## config.mk

```make
export PLATFORM = sky130hd
export DESIGN_NAME = rf_wb_arbiter
export DESIGN_NICKNAME = d
export VERILOG_FILES = /design/src/rtl/rf_wb_arbiter.sv
export SDC_FILE = /design/constraint.sdc
export NUM_CORES = 1
export LEC_CHECK = 0
export ABC_CLOCK_PERIOD_IN_PS = 1850
export CAP_MARGIN = 20
export CELL_PAD_IN_SITES_DETAIL_PLACEMENT = 0
export CELL_PAD_IN_SITES_GLOBAL_PLACEMENT = 1
export CORE_MARGIN = 5
export CORE_UTILIZATION = 38
export CTS_BUF_LIST = sky130_fd_sc_hd__clkbuf_2
export CTS_CLUSTER_SIZE = 28
export DETAILED_ROUTE_END_ITERATION = 6
export PLACE_DENSITY = 0.81
export SETUP_SLACK_MARGIN = 0.1
export SYNTH_ARGS = -nofsm -noshare
export SYNTH_HDL_FRONTEND = slang
export SYNTH_SLANG_ARGS = --single-unit
```

## constraint.sdc

```tcl
create_clock -name Clk -period 1.85 [get_ports Clk]
set_input_delay 0.37 -clock Clk [delete_from_list [all_inputs] [get_ports Clk]]
set_output_delay 0.37 -clock Clk [all_outputs]
set_load 0.02 [all_outputs]
```

## src/rtl/rf_wb_arbiter.sv

```systemverilog
// Writeback-port arbiter: shares the register-file write port between a
// buffered ALU source (2-entry queue) and a priority load source, with a
// starvation limit that force-grants the ALU queue head.
module rf_wb_arbiter #(
  parameter int unsigned MAX_WAIT = 3
) (
  input  logic        Clk,
  input  logic        Reset_n,
  input  logic        A_valid,
  input  logic [4:0]  A_addr,
  input  logic [31:0] A_data,
  output logic        A_ready,
  input  logic        L_valid,
  input  logic [4:0]  L_addr,
  input  logic [31:0] L_data,
  output logic        L_ready,
  output logic        Write,
  output logic [4:0]  WR,
  output logic [31:0] WD,
  output logic        busy
);

  localparam int unsigned AW    = 5;
  localparam int unsigned DW    = 32;
  localparam int unsigned CW    = 4;
  localparam int unsigned DEPTH = 2;
  localparam int unsigned NW    = 2;

  localparam logic [CW-1:0] WAIT_LIM = CW'(MAX_WAIT);
  localparam logic [NW-1:0] FULL_CNT = NW'(DEPTH);

  typedef struct packed {
    logic [AW-1:0] addr;
    logic [DW-1:0] data;
  } wb_entry_t;

  wb_entry_t     mem_q [DEPTH];
  logic          rd_ptr_q;
  logic          wr_ptr_q;
  logic [NW-1:0] count_q;
  logic [NW-1:0] count_d;
  logic [CW-1:0] starve_q;
  logic [CW-1:0] starve_d;
  logic          write_q;
  logic [AW-1:0] wr_q;
  logic [DW-1:0] wd_q;

  logic          empty;
  logic          full;
  logic          forced;
  logic          push;
  logic          grant_alu;
  logic          grant_load;
  logic          grant_any;
  logic          gnt_live;
  wb_entry_t     head;
  wb_entry_t     gnt;

  // Arbitration, queue handshake and starvation-counter next state.
  always_comb begin
    empty      = (count_q == '0);
    full       = (count_q == FULL_CNT);
    head       = mem_q[rd_ptr_q];
    forced     = (starve_q == WAIT_LIM) && !empty;
    grant_alu  = !empty && (forced || !L_valid);
    grant_load = L_valid && !forced;
    grant_any  = grant_alu || grant_load;
    A_ready    = Reset_n && !full;
    L_ready    = Reset_n && grant_load;
    push       = A_valid && A_ready;
    busy       = !empty;
    gnt        = grant_alu ? head : wb_entry_t'{addr: L_addr, data: L_data};
    gnt_live   = grant_any && (gnt.addr != '0);
    count_d    = count_q + NW'(push) - NW'(grant_alu);
    starve_d   = starve_q;
    if (grant_alu || empty) begin
      starve_d = '0;
    end else if (grant_load && (starve_q < WAIT_LIM)) begin
      starve_d = starve_q + CW'(1);
    end
  end

  // ALU queue storage, pointers and starvation counter.
  always_ff @(posedge Clk or negedge Reset_n) begin
    if (!Reset_n) begin
      mem_q[0] <= '0;
      mem_q[1] <= '0;
      rd_ptr_q <= 1'b0;
      wr_ptr_q <= 1'b0;
      count_q  <= '0;
      starve_q <= '0;
    end else begin
      if (push) begin
        mem_q[wr_ptr_q] <= wb_entry_t'{addr: A_addr, data: A_data};
        wr_ptr_q        <= ~wr_ptr_q;
      end
      if (grant_alu) begin
        rd_ptr_q <= ~rd_ptr_q;
      end
      count_q  <= count_d;
      starve_q <= starve_d;
    end
  end

  // Registered write port; r0 grants and idle cycles leave WR/WD untouched.
  always_ff @(posedge Clk or negedge Reset_n) begin
    if (!Reset_n) begin
      write_q <= 1'b0;
      wr_q    <= '0;
      wd_q    <= '0;
    end else begin
      write_q <= gnt_live;
      if (gnt_live) begin
        wr_q <= gnt.addr;
        wd_q <= gnt.data;
      end
    end
  end

  assign Write = write_q;
  assign WR    = wr_q;
  assign WD    = wd_q;

endmodule

```

Word-level counts from Yosys, hierarchy flattened

Cells that the tools add are included.

Register bits: 120
Input port bits: 78
Output and inout bits: 41
Logic and storage cells: 52

Add/subtract/negate cells: 3
Order comparisons: 4
Equal/unequal tests: 2
Mux-type cells: 9
Bitwise operators: 4
Reductions and logical operators: 19

Operators with widths:

| operator                                                              | count |
|---|---|
| 37-bit two-way mux                                                    | 5 |
| 74-bit bitwise mux                                                    | 1 |
| 37-bit demux with 1-bit select                                        | 1 |
| 1-bit logical AND                                                     | 9 |
| 4-bit two-way mux                                                     | 2 |
| 5-bit nonzero test                                                    | 1 |
| 4-bit by 1-bit adder with 4-bit output (second input constant)        | 1 |
| 4-bit by 2-bit == test with 1-bit output (second input constant)      | 1 |
| 2-bit >= comparator (second input constant)                           | 2 |
| 1-bit zero test                                                       | 4 |
| 4-bit by 2-bit < comparator with 1-bit output (second input constant) | 1 |
| 1-bit NOT with 2-bit output                                           | 2 |
| 1-bit logical OR                                                      | 3 |
| 2-bit by 1-bit adder with 2-bit output                                | 1 |
| 2-bit == test (second input constant)                                 | 1 |
| 2-bit zero test                                                       | 1 |
| 2-bit by 1-bit < comparator with 1-bit output (second input constant) | 1 |
| 1-bit NOT                                                             | 2 |
| 2-bit nonzero test                                                    | 1 |
| 2-bit by 1-bit subtractor with 2-bit output                           | 1 |

Logic depth before layout (Yosys ltp)

Gate-level depths: netlist of run 1.

Word-level depth: 8
Depth in mapped cells: 9
Mapped depth without buffers: 8

Least setup slack after synthesis of run 1

OpenSTA, ideal clock, no wires.

Path kind: reg2reg
Start point: register starve_q[0]
End point: register count_q[1]
Library setup time: 0.080 ns
Arrival: 1.950 ns
Required time: 1.770 ns
Setup slack: -0.180 ns
Stages on the path, launching flop included: 10
Path buffers: 1
Clock period less this slack: 2.030 ns
Cells stage by stage: dfrtp_1 ha_1 or3b_1 buf_2 a21oi_4 ha_1 inv_1 ha_1 xnor2_1 xnor2_1

Word-level cells in the longest chain between the ends: 5

Ends and longest elaborated chain:

| what                                        | line | RTL |
|---|---|---|
| from (decl)                                 | 42   | `logic [CW-1:0] starve_q;` |
| from (signal assigned)                      | 101  | `starve_q <= starve_d;` |
| 4-bit by 2-bit == test with 1-bit output    | 64   | `forced = (starve_q == WAIT_LIM) && !empty;` |
| 1-bit logical AND                           | 64   |  |
| 1-bit logical OR                            | 65   | `grant_alu = !empty && (forced \|\| !L_valid);` |
| 1-bit logical AND                           | 65   |  |
| 2-bit by 1-bit subtractor with 2-bit output | 74   | `count_d = count_q + NW'(push) - NW'(grant_alu);` |
| net count_d[1]                              | 41   | `logic [NW-1:0] count_d;` |
| to (signal assigned)                        | 100  | `count_q <= count_d;` |
| to (decl)                                   | 40   | `logic [NW-1:0] count_q;` |

The timed path passes the listed nets, and every way through them passes these cells.
A chain may end at the register's enable or synchronous reset.

Worst setup path in the final report of run 1

Start point: register starve_q[0]
End point: output L_ready

Word-level cells in the longest chain between the ends: 5

Ends and longest elaborated chain:

| what                                     | line | RTL |
|---|---|---|
| 4-bit by 2-bit == test with 1-bit output | 64   |  |
| 1-bit logical AND                        | 64   |  |
| 1-bit zero test                          | 66   | `grant_load = L_valid && !forced;` |
| 1-bit logical AND                        | 66   |  |
| 1-bit logical AND                        | 69   | `L_ready = Reset_n && grant_load;` |
| to (decl)                                | 16   | `output logic L_ready,` |

Every way passes these cells.

==> results of run 1 <==
## per-layer routing
layer,up-vias,track usage [%],wire (um)
li1,1809,-,-
met2,90,29.0,6950
met1,1913,20.6,5620
met3,21,5.63,680
met4,0,5.06,289
met5,-,0,0
## state kept, by name, summed over array words and instances (netlist names)
signal,count
mem_q,74
WD,32
WR,5
starve_q,4
count_q,2
Write,1
rd_ptr_q,1
wr_ptr_q,1
## cells in the final DEF (no fill, tap or decap), drive strengths merged, types with 2 or more instances in the layout
| cell | n |
|---|---|
| dfrtp | 120 |
| buf | 100 |
| mux2 | 76 |
| clkdlybuf4s50 | 76 |
| inv | 41 |
| nor2 | 40 |
| mux2i | 38 |
| a221oi | 35 |
| clkbuf | 21 |
| clkinv | 6 |
| nand2 | 5 |
| clkinvlp | 4 |
| bufinv | 3 |
| ha | 3 |
| o211ai | 2 |
| nor4 | 2 |
| and3 | 2 |
| or2 | 2 |
| a32o | 2 |
| a21oi | 2 |
| xnor2 | 2 |
## worst min-delay path by stage
stage | from | to | slack [ps] | cells past startpoint
2_1_floorplan | Reset_n | WD[0] | 70 | 0
3_3_place_gp | Reset_n | count_q[0] | 340 | 2
3_5_place_dp | Reset_n | count_q[1] | 340 | 2
4_1_cts | Reset_n | wr_ptr_q | 20 | 4
5_1_grt | Reset_n | wr_ptr_q | 30 | 4
6_report | Reset_n | wr_ptr_q | 100 | 4
## power breakdown
group / internal, mW / switching (mW) / leakage [nW] / total (mW)
Sequential: 3.93 / 0.763 / 1.42 / 4.69
Combinational: 3.53 / 2.98 / 2.00 / 6.51
Clock: 0.742 / 0.993 / 0.141 / 1.73
Total: 8.20 / 4.73 / 3.57 / 12.9
## stage by stage
stage / utilization [%] / hold slack (ps)
floorplan: - / 74.4
global placement: 50.2 / 341
detailed placement: 50.2 / 341
CTS: 54.3 / 19.3
global route: 56.7 / 33.1
finish: 56.7 / 102
## layout make-up
class	count	area, um^2
multi-input cells	224	2300
well taps	180	225
inverters	40	150
clock inverters	14	156
flip-flops and latches	120	3010
clock buffers	18	90.1
fillers	1171	5940
repair buffers	180	1850
## timing repair
action	4_1_cts	5_1_grt
setup endpoints to repair	82	66
hold buffers	1	0
cloned	5	3
hold endpoints to repair	120	0
setup buffers	19	11
pin swaps	6	24
resized for setup	212	47
## worst reg2reg max path, delay by kind of cell, from the launching register on
family          cells  cell delay [ps]
fa+ha+maj           1              180
flops               1              390
simple gates        2              610
compound gates      2              330
buf+inv             5              710
## cell families (layout without fill, tap and decap cells)
logic type / count (synthesis) / after routing / share of synthesized area [%]
adder cells (fa/ha/maj): 3 / 3 / 0.713
multiplexers: 114 / 114 / 23.5
XOR/XNOR: 3 / 3 / 0.499
flip-flops: 120 / 120 / 57.1
buffers and inverters: 64 / 252 / 5.11
AND/OR/NAND/NOR: 57 / 57 / 4.78
AO/OA/AOI/OAI: 47 / 47 / 8.35
==> results.toml, run 1 <==
[outcome]
status = "complete, but fails checks"
violations = "negative setup slack"

[layout]
drive_gt1_share_pct = 43.8
finalNetCount = 664
finalNonFillerCells = 776
stdcell_area_um2 = 7780
area_growth_pct = 47.9
antennaDiodeCount = 0

[setup_path]
crit_path_end = "L_ready"
reg2regPathDepth = 10
crit_type = "register to output port"
cp.required_ps = 1480
regToRegEndpoint = "WD[10]"
crit_buf_inv = 1
crit_start = "starve_q[0]"
cpLargestDelayFamily = "flip-flops"
critPathLaunchType = "register"
crit_cells = 4
worstReg2RegStart = "starve_q[0]"
crit_slowest_cell = "dfrtp_1"
endpoint_kind = "output port"
reg2reg_slack_ps = -440
critPathMaxStageDelay_ps = 390
path_max_fanout = 2
crit_chain = "ha_2, or3b_4, o211a_1, buf_6"
crit_arrival_ps = 1970

[route]
first_pass_iters = 4
ant_nets = 0
viasPerCell = 4.94
vias = 3833
route.detailed.wl_per_inst_um = 17.4
drt_wl_total_um = 13500
drc = 0
first_iter_violations = 150

[floorplan]
pin_count = 119
start_util_pct = 38.4
die_h_um = 128
die_w_um = 128
placement_rows = 43
die-area_um2 = 16300
core_um2 = 13700

[clock_tree]
cts_sinks = 120
numCtsBuffers = 17
clkLatencyLatePin_ps = 680
cts_tree = "yes"
path_clk_slew_ps = 170
cts_buffer_depth = 2
cts_root_buffer = "clkbuf_2"
htreeDepth = 4

[synthesis]
netlist_area_um2 = 5260
seq_area_frac_synth_pct = 57.1
synth_edf_count = 0
synth_commonest_cells = "dfrtp_1, mux2_2, inv_1, nor2_1, mux2i_1"
syn_inst = 408
synth_top_area_share_pct = 57.1
synth-main-ff-cell = "dfrtp_1"
syn_nets = 489
yosysTopAreaCell = "dfrtp_1"
yosysMostFrequentCell = "dfrtp_1"
avgSynthCellArea_um2 = 12.9
synth_area_leaders = "dfrtp_1, mux2_2, mux2i_1, a221oi_1, inv_1"
synth_seq_cells = 120
async_flop_share_pct = 100
synth_cell_type_count = 33
yosysWarnings = 0

[timing]
finalCriticalPeriod_ps = 2340
rsz0062_at_grt = "yes"
tightest_slew_ps = 722
skew_ps = 18.0
setup_violations = 44
fin_ws_ps = -485
finalCritPeriodShare_pct = 126
slew_violations = 0
fin_tns_setup_ps = -15950
hold_violations = 0
max_freq_ghz = 0.428
relSlewSlack_pct = 51.9

[place]
post-place-ws_ps = -472
dp_hpwl_um = 8400
placedInstanceArea_um2 = 6880
dpl.cell_count = 707
place.gp.congestion = 0.735
numPortBuffers = 118

[pwr]
power_density_nw_per_um2 = 1660
ir_drop_mv = 0.754
p_leak_nw = 3.57
finalPower_mw = 12.9

[job]
cap_violations = 0

[min_path]
worst_hold_path_type = "primary input to register"

[grt]
grt_first_pass_wirelength_um = 21400
grt_usage_pct = 17.0
first_global_vias = 4203
grt_overflow = 0
antenna_found_initial = 0
grt_max_degree = 59
(Power assumes the default switching activity.)
==> inputs of run 2 (changes only) <==
==> constraint.sdc (replaced) <==
create_clock -name Clk -period 1.85 [get_ports Clk]
set_input_delay 0.37 -clock Clk [delete_from_list [all_inputs] [get_ports Clk]]
set_output_delay 0.37 -clock Clk [all_outputs]
set_load 0.005 [all_outputs]
==> run 2 against run 1 <==
Net effect: largest power group unchanged; power decreased by 2.9%; sequential cell count unchanged; largest cell class unchanged; utilization increased by 1.3 points; die area unchanged; the run still ends with negative setup slack left; critical endpoint is now WR[0].
==> results.toml, run 2 (synthesis gave the netlist of run 1 again) <==
[timing]
slew_violations = 0
tightest_slew_ps = 492
rsz0062_at_grt = "yes"
fin_tns_setup_ps = -17230
setup_violations = 44
max_freq_ghz = 0.429
finalCritPeriodShare_pct = 126
skew_ps = 26.6
hold_violations = 0
finalCriticalPeriod_ps = 2330
fin_hold_ws_ps = 229
fin_ws_ps = -482
relSlewSlack_pct = 67.1

[pwr]
ir_drop_mv = 0.695
p_leak_nw = 3.80
power_density_nw_per_um2 = 1580

[floorplan]
placement_rows = 43
pin_count = 119
start_util_pct = 38.4
die_h_um = 128
die_w_um = 128
die-area_um2 = 16300
core_um2 = 13700

[route]
drt_wl_total_um = 14400
viasPerCell = 4.95
vias = 3921
drc = 0
first_pass_iters = 4
route.detailed.wl_per_inst_um = 18.1
first_iter_violations = 182
ant_nets = 0

[layout]
largest_register = "mem_q"
final_cell_mix = "dfrtp_1, clkdlybuf4s50_1, mux2_2"
stdcell_area_um2 = 7960
antennaDiodeCount = 0
drive_gt1_share_pct = 44.6
area_growth_pct = 51.2
largest_reg_flops = 74
mostFrequentLayoutCell = "dfrtp_1"
finalNetCount = 680

[setup_path]
critPathLaunchType = "register"
cpLargestDelayFamily = "buffers and inverters"
worstReg2RegStart = "starve_q[0]"
critPathMaxStageDelay_ps = 400
reg2regPathDepth = 11
cp.required_ps = 2410
cpMostUsedCell = "buf_4"
crit_buf_inv = 6
regToRegEndpoint = "WR[0]"
endpoint_kind = "register"
crit_chain = "ha_2, or3b_4, buf_4, buf_6, a21oi_4, buf_4, buf_6, buf_4, buf_4, nand2_1, a32o_1"
crit_type = "register to register"
crit_arrival_ps = 2890
crit_slowest_cell = "dfrtp_1"
reg2reg_slack_ps = -480
path_max_fanout = 4

[clock_tree]
path_clk_slew_ps = 170
cts_root_buffer = "clkbuf_2"
htreeDepth = 4
numCtsBuffers = 17
cts_buffer_depth = 2
cts_sinks = 120
cts_tree = "yes"
clkLatencyLatePin_ps = 660

[grt]
grt_overflow = 0
grt_first_pass_wirelength_um = 22100
grt_usage_pct = 17.7
first_global_vias = 4313
grt_max_degree = 82
antenna_found_initial = 0

[place]
placedInstanceArea_um2 = 6880
dp_hpwl_um = 8320
numPortBuffers = 118
place.gp.congestion = 0.768

[outcome]
status = "complete, but fails checks"
violations = "negative setup slack"

[job]
cap_violations = 0

[min_path]
worst_hold_path_type = "primary input to async pin"
## run 2: cell types whose count changed in the layout (fill, tap and decap cells not counted), sizes merged
cell | previous run | this run
buf | 100 | 90
clkbuf | 21 | 46
inv | 41 | 40
clkinvlp | 4 | 0
clkdlybuf4s15 | 0 | 4
clkinv | 6 | 9
bufinv | 3 | 2
## run 2: worst max path at each step
stage | start | end | slack (ps) | cells after the start
after floorplan | starve_q[0] | count_q[1] | -160 | 9
after global placement | L_addr[2] | WD[2] | -410 | 6
after detailed placement | L_addr[2] | WD[26] | -440 | 6
after CTS | starve_q[0] | L_ready | -570 | 4
after global routing | starve_q[1] | L_ready | -630 | 4
final | starve_q[0] | WR[0] | -480 | 11
## run 2: routing by layer
layer | up-vias | part of all wire (%) | track usage (%)
met5 | - | 0 | 0
met4 | 0 | 1.5 | 6.37
met3 | 15 | 4.7 | 4.71
met2 | 83 | 53 | 31.2
met1 | 1984 | 41 | 20.7
li1 | 1839 | - | -
## run 2: report_power, final
part	internal [mW]	switching, mW
Clock	0.620	0.942
Sequential	3.93	0.746
Combinational	3.76	2.57
## run 2: worst reg2reg max path, cell delays in order (launching register included)
cell and delay (ps):
dfrtp_1 400, ha_2 190, or3b_4 380, buf_4 140, buf_6 120, a21oi_4 210
buf_4 150, buf_6 90, buf_4 90, buf_4 100, nand2_1 70, a32o_1 290
## run 2: layout make-up
type | instances | area, um^2
Fill cell | 1149 | 5760
Sequential cell | 120 | 3000
Multi-Input combinational cell | 224 | 2390
Timing Repair Buffer | 196 | 1970
Tap cell | 180 | 225
Inverter | 40 | 153
Clock inverter | 11 | 106
Clock buffer | 21 | 105
## run 2: per-stage QoR
stage	power [mW]	worst slack [ps]	instances	utilization, %
after CTS	12.3	-572	775	56.9
final	12.6	-482	792	58.0
after global placement	9.22	-408	709	50.2
after detailed placement	9.41	-441	709	50.2
after floorplan	7.31	-157	408	-
after global routing	13.4	-628	792	58.0
## run 2: repair_timing
action,CTS,global route
cloned,7,4
hold buffers,1,0
endpoints found under the setup margin,81,125
buffers inserted,26,17
pin swaps,28,18
resized for setup,201,33
hold endpoints to repair,120,0
==> inputs of run 3 (changes only) <==
--- a/config.mk
+++ b/config.mk
@@ -12,8 +12,10 @@
 export CORE_MARGIN = 5
 export CORE_UTILIZATION = 38
 export CTS_BUF_LIST = sky130_fd_sc_hd__clkbuf_2
+export CTS_CLUSTER_DIAMETER = 60
 export CTS_CLUSTER_SIZE = 28
 export DETAILED_ROUTE_END_ITERATION = 6
+export GPL_ROUTABILITY_DRIVEN = 0
 export PLACE_DENSITY = 0.81
 export SETUP_SLACK_MARGIN = 0.1
 export SYNTH_ARGS = -nofsm -noshare
==> results of run 3 <==
No change in the layout: final DEF, timing and power equal those of run 2.
